==> src/rtl/fft_stage_sequencer.sv <==
// Butterfly command sequencer for one mixed-radix FFT transform: walks the
// radix-2, radix-3 then radix-5 stages and issues one butterfly per accepted handshake.
module fft_stage_sequencer #(
   parameter int PTS_W = 11,
   parameter int ST_W  = 4
) (
   input  logic             clk,
   input  logic             reset,
   input  logic             start,
   input  logic [3:0]       stages2,
   input  logic [2:0]       stages3,
   input  logic [1:0]       stages5,
   input  logic [PTS_W-1:0] points,
   input  logic             bfly_ready,
   input  logic             dp_idle,
   output logic             busy,
   output logic             bfly_valid,
   output logic [1:0]       radix,
   output logic [ST_W-1:0]  stage_idx,
   output logic [PTS_W-1:0] bfly_idx,
   output logic [PTS_W-1:0] stride,
   output logic             done,
   output logic             err
);

   typedef enum logic [2:0] {S_IDLE, S_CHECK, S_ISSUE, S_DRAIN, S_DONE} state_t;

   state_t           state, state_nxt;
   logic [3:0]       rem2, rem2_d;
   logic [2:0]       rem3, rem3_d;
   logic [1:0]       rem5, rem5_d;
   logic [PTS_W-1:0] len, acc;
   logic [PTS_W:0]   acc_next;
   logic [2:0]       rval;
   logic             bad, plan_empty, more_stages;

   function automatic logic [1:0] pick_radix(input logic [3:0] n2, input logic [2:0] n3,
                                             input logic [1:0] n5);
      if (|n2)      return 2'd0;
      else if (|n3) return 2'd1;
      else          return 2'd2;
   endfunction

   function automatic logic [2:0] radix_value(input logic [1:0] r);
      case (r)
         2'd0:    return 3'd2;
         2'd1:    return 3'd3;
         default: return 3'd5;
      endcase
   endfunction

   // Shift-add multiply keeps the stride update free of a real multiplier.
   function automatic logic [PTS_W-1:0] scale_stride(input logic [PTS_W-1:0] s, input logic [1:0] r);
      case (r)
         2'd0:    return s << 1;
         2'd1:    return s + (s << 1);
         default: return s + (s << 2);
      endcase
   endfunction

   always_comb begin
      rval        = radix_value(radix);
      acc_next    = {1'b0, acc} + {{(PTS_W-2){1'b0}}, rval};
      rem2_d      = rem2;
      rem3_d      = rem3;
      rem5_d      = rem5;
      case (radix)
         2'd0:    rem2_d = rem2 - 4'd1;
         2'd1:    rem3_d = rem3 - 3'd1;
         default: rem5_d = rem5 - 2'd1;
      endcase
      more_stages = (|rem2_d) || (|rem3_d) || (|rem5_d);
      plan_empty  = (len == '0) || !((|rem2) || (|rem3) || (|rem5));
   end

   always_ff @(posedge clk) begin
      if (reset) state <= S_IDLE;
      else       state <= state_nxt;
   end

   always_comb begin
      state_nxt = state;
      case (state)
         S_IDLE:  if (start) state_nxt = S_CHECK;
         S_CHECK: state_nxt = plan_empty ? S_DONE : S_ISSUE;
         S_ISSUE: if (bfly_ready && (acc_next >= {1'b0, len})) state_nxt = S_DRAIN;
         S_DRAIN: if (dp_idle) state_nxt = (bad || !more_stages) ? S_DONE : S_ISSUE;
         S_DONE:  state_nxt = S_IDLE;
         default: state_nxt = S_IDLE;
      endcase
   end

   assign busy       = (state != S_IDLE);
   assign bfly_valid = (state == S_ISSUE);
   assign done       = (state == S_DONE);

   always_ff @(posedge clk) begin
      if (reset) begin
         rem2      <= '0;
         rem3      <= '0;
         rem5      <= '0;
         len       <= '0;
         acc       <= '0;
         radix     <= '0;
         stage_idx <= '0;
         bfly_idx  <= '0;
         stride    <= '0;
         bad       <= 1'b0;
         err       <= 1'b0;
      end else begin
         case (state)
            S_IDLE: if (start) begin
               rem2 <= stages2;
               rem3 <= stages3;
               rem5 <= stages5;
               len  <= points;
               bad  <= 1'b0;
               err  <= 1'b0;
            end
            S_CHECK: begin
               radix     <= pick_radix(rem2, rem3, rem5);
               stage_idx <= '0;
               bfly_idx  <= '0;
               acc       <= '0;
               stride    <= PTS_W'(1);
               if (plan_empty) err <= 1'b1;
            end
            // Accumulator overshooting points means points is not a multiple of this radix.
            S_ISSUE: if (bfly_ready) begin
               if (acc_next < {1'b0, len}) begin
                  bfly_idx <= bfly_idx + PTS_W'(1);
                  acc      <= acc_next[PTS_W-1:0];
               end else if (acc_next > {1'b0, len}) begin
                  bad <= 1'b1;
               end
            end
            S_DRAIN: if (dp_idle) begin
               if (bad) begin
                  err <= 1'b1;
               end else begin
                  rem2      <= rem2_d;
                  rem3      <= rem3_d;
                  rem5      <= rem5_d;
                  stride    <= scale_stride(stride, radix);
                  stage_idx <= stage_idx + ST_W'(1);
                  bfly_idx  <= '0;
                  acc       <= '0;
                  radix     <= pick_radix(rem2_d, rem3_d, rem5_d);
               end
            end
            default: ;
         endcase
      end
   end

endmodule

==> config.mk <==
export PLATFORM = sky130hd
export DESIGN_NAME = fft_stage_sequencer
export DESIGN_NICKNAME = d
export VERILOG_FILES = /design/src/rtl/fft_stage_sequencer.sv
export SDC_FILE = /design/constraint.sdc
export NUM_CORES = 1
export LEC_CHECK = 0
export ABC_AREA = 0
export CORE_MARGIN = 4
export CORE_UTILIZATION = 35
export CTS_CLUSTER_DIAMETER = 150
export CTS_CLUSTER_SIZE = 8
export DETAILED_ROUTE_END_ITERATION = 6
export GPL_TIMING_DRIVEN = 0
export RECOVER_POWER = 25
export SYNTH_ARGS = -nofsm -noshare
export SYNTH_HDL_FRONTEND = slang
export SYNTH_SLANG_ARGS = --single-unit
==> constraint.sdc <==
create_clock -name clk -period 10.95 [get_ports clk]
set_clock_uncertainty 0.2 [all_clocks]
set_input_delay 1.6425 -clock clk [delete_from_list [all_inputs] [get_ports clk]]
set_output_delay 1.6425 -clock clk [all_outputs]
set_load 0.02 [all_outputs]
==> flow_metrics.py <==
metrics = {
    "outcome": {
        "outcome": "complete, no violations",
    },
    "clock_network": {
        "ctsRootBufferMaster": "clkbuf_16",
        "cts_resized": 0,
        "cts_tree": "built",
        "clock_latency_ns": 0.33,
        "clk_path_buf_depth": 2,
        "cts_setup_buffers": 0,
        "cts_max_level": 3,
        "path_clk_slew_ns": 0.06,
        "cts_made_buffers": 9,
        "hold_buffers": 0,
        "cts_sinks": 64,
    },
    "sta": {
        "setup_tns_ns": 0,
        "setup_viol": 0,
        "slew_viol_final": 0,
        "relSlewSlack_pct": 30.5,
        "layout_min_cycle_time_ns": 4.88,
        "rsz0062_at_grt": "no",
        "worstMarginPinSlew_ns": 1.03,
        "timing.final.crit_share_pct": 44.6,
        "hold_viol_final": 0,
        "max_freq_mhz": 205,
    },
    "cells_and_area": {
        "area_delta_synth_final_pct": 24.1,
        "fin_nets": 697,
        "antenna_cells": 0,
        "drive_gt1_share_pct": 5.02,
        "final_util_pct": 45.2,
    },
    "yosys": {
        "syn_nets": 632,
        "ys_types": 61,
        "avgSynthCellArea_um2": 7.82,
        "ys_seq_area_share_pct": 28.8,
        "ys.flop_type": "dfxtp_1",
        "synth_area_mm2": 0.00444,
        "syn-instance-count": 568,
        "yosysWarnings": 0,
        "synth-edff-count": 0,
        "async_reset_ff_share_pct": 0,
        "ys_ff_latch": 64,
    },
    "routing": {
        "wl_per_cell_um": 15.9,
        "drt_wl_total_um": 12800,
        "via_per_inst": 5.51,
        "vias": 4443,
        "firstDrtPassIters": 5,
        "initialDrtViolationCount": 324,
        "final_antenna_net_count": 0,
        "drc_errors": 0,
    },
    "grt": {
        "grt_usage_pct": 18.2,
        "grt_start_max_net_pins": 13,
        "grt_overflow": 0,
        "grt_pass1_vias": 4418,
        "grt_antenna_before_repair": 0,
        "grt_pass1_wl_um": 21500,
    },
    "pwr": {
        "switching_share_pct": 40.2,
        "combPwrFrac_pct": 40.8,
        "intPower_w": 0.000609,
        "p_seq_share_pct": 28.7,
        "p_sw_w": 0.000409,
        "p_per_area_mw_per_mm2": 185,
        "power_frac_clock_pct": 30.5,
        "p_leak_nw": 2.16,
        "ir_drop_mv": 0.102,
    },
    "worst_setup_path": {
        "crit_type": "reg -> reg",
        "r2r_setup_slack_ns": 6.07,
        "critPathCaptureType": "flop",
        "critPathMaxFanout": 10,
        "worstPathArrival_ns": 4.91,
        "start_kind": "flop",
        "critical_path_required_ns": 10.98,
    },
    "die": {
        "die_area_mm2": 0.0146,
        "die_x_um": 121,
        "core_mm2": 0.0122,
        "initial_core_util_pct": 36.4,
        "rows": 40,
        "boundaryPins": 57,
        "die_h_um": 121,
    },
    "worst_hold_path": {
        "hp-class": "reg -> reg",
    },
    "placed_design": {
        "port_buffers": 54,
        "place.gp.congestion": 0.813,
        "place_hpwl_um": 9620,
    },
    "flow_run": {
        "max-cap-violations": 0,
    },
}
[per-stage QoR]
step                      cell area (µm²)  total power, W  instances  hold slack, ns  setup slack (ns)
after floorplan                      4440        0.000576        568           0.249              6.85
after detailed placement             5190        0.000707        790           0.269              6.16
after global placement               5190        0.000699        790           0.262              6.22
after CTS                            5520         0.00102        806           0.276              6.09
after global routing                 5520         0.00108        806           0.300              5.63
final                                5520         0.00102        806           0.272              6.07
[routing by layer]
layer	wire (µm)	vias to the layer above	global-route usage, %
met3	556	14	3.79
met1	6100	2092	23.9
met5	0	-	0
li1	-	2227	-
met4	146	0	4.32
met2	6030	110	30.5
[worst paths after layout]
path                  from  endpoint  depth (start not counted)
hold / removal      len[7]    len[7]                          2
hold reg to reg     len[7]    len[7]                          2
setup / recovery  radix[1]    acc[8]                         16
setup reg to reg  radix[1]    acc[8]                         16
[sequential cells by signal, indices dropped and copies added, names as in the netlist]
| signal | cells |
|---|---|
| acc | 11 |
| stride | 11 |
| len | 11 |
| err | 1 |
| bad | 1 |
| rem2 | 4 |
| stage_idx | 4 |
| radix | 2 |
| bfly_idx | 11 |
| rem5 | 2 |
| state | 3 |
| rem3 | 3 |
[synthesized netlist by cell type, drive strengths merged, types with 2 or more instances]
cell type	instances	area, µm²
ha	37	463
xor2	11	96.3
nor3	13	65.1
inv	30	113
xnor2	16	140
a22oi	3	22.5
or2	2	12.5
o41ai	6	52.6
or4	8	60.1
nor4	4	25.0
o2111ai	4	35.0
or3	4	25.0
a31o	6	52.6
o211ai	8	65.1
o31ai	11	96.3
fa	2	40.0
a41o	2	20.0
nand2b	6	37.5
nand2	71	267
nor2	31	116
and4	2	20.0
buf	2	16.3
o22ai	2	12.5
dfxtp	64	1280
and3	6	37.5
a211oi	11	82.6
clkbuf	25	93.8
nor2b	7	43.8
o22a	3	26.3
a31oi	3	18.8
mux2i	4	40.0
nand3	16	80.1
a2111oi	2	17.5
nand4	20	140
a21o	6	45.0
nor3b	3	22.5
o21ai	29	145
a21oi	66	330
o21a	6	45.0
[cells by family (layout without fill, tap and decap cells)]
| logic type | Yosys count | count (layout) | synth area share, % |
|---|---|---|---|
| AND/OR/NAND/NOR | 198 | 198 | 22.4 |
| AO/OA/AOI/OAI | 177 | 177 | 25.9 |
| flip-flops | 64 | 64 | 28.8 |
| buffers and inverters | 58 | 128 | 5.10 |
| adder cells (fa/ha/maj) | 39 | 39 | 11.3 |
| XOR/XNOR | 27 | 27 | 5.32 |
| multiplexers | 5 | 5 | 1.15 |
[critical path: stages, from the launching register on]
cell	delay, ns
dfxtp_1	0.46
clkbuf_1	0.44
clkbuf_1	0.45
xnor2_1	0.16
ha_1	0.26
o21a_1	0.21
o21ai_0	0.24
nor2_1	0.10
xor2_1	0.22
ha_1	0.31
a21oi_1	0.15
nand2_1	0.07
a211oi_1	0.52
o211ai_2	0.19
and2_1	0.23
clkbuf_1	0.25
a31o_2	0.31
[final cells by class]
type | count | area (µm²)
multi-input combinational | 446 | 2940
sequential | 64 | 1280
clock buffer | 9 | 225
inverter | 31 | 116
timing repair buffer | 54 | 541
buffer | 27 | 110
tap | 168 | 210
clock inverter | 7 | 96.3
fill | 1248 | 6700
[cells in the final DEF (no fill, tap or decap), types with 19 or more instances in the layout]
cell type	Yosys	final
nand2_1	71	71
ha_1	37	37
nand4_1	19	19
nor2_1	31	31
clkbuf_1	25	25
dfxtp_1	64	64
inv_1	30	30
o21ai_0	28	29
a21oi_1	66	66
clkdlybuf4s50_1	0	43
[power by group through the flow]
stage               sequential (W)  combinational, W  clock, W
finish                    0.000292          0.000415  0.000311
global route              0.000296          0.000463  0.000325
CTS                       0.000292          0.000415  0.000316
detailed placement        0.000296          0.000410         0
global placement          0.000295          0.000404         0
floorplan                 0.000293          0.000283         0
No activity file was read; power rests on OpenSTA's default activity.
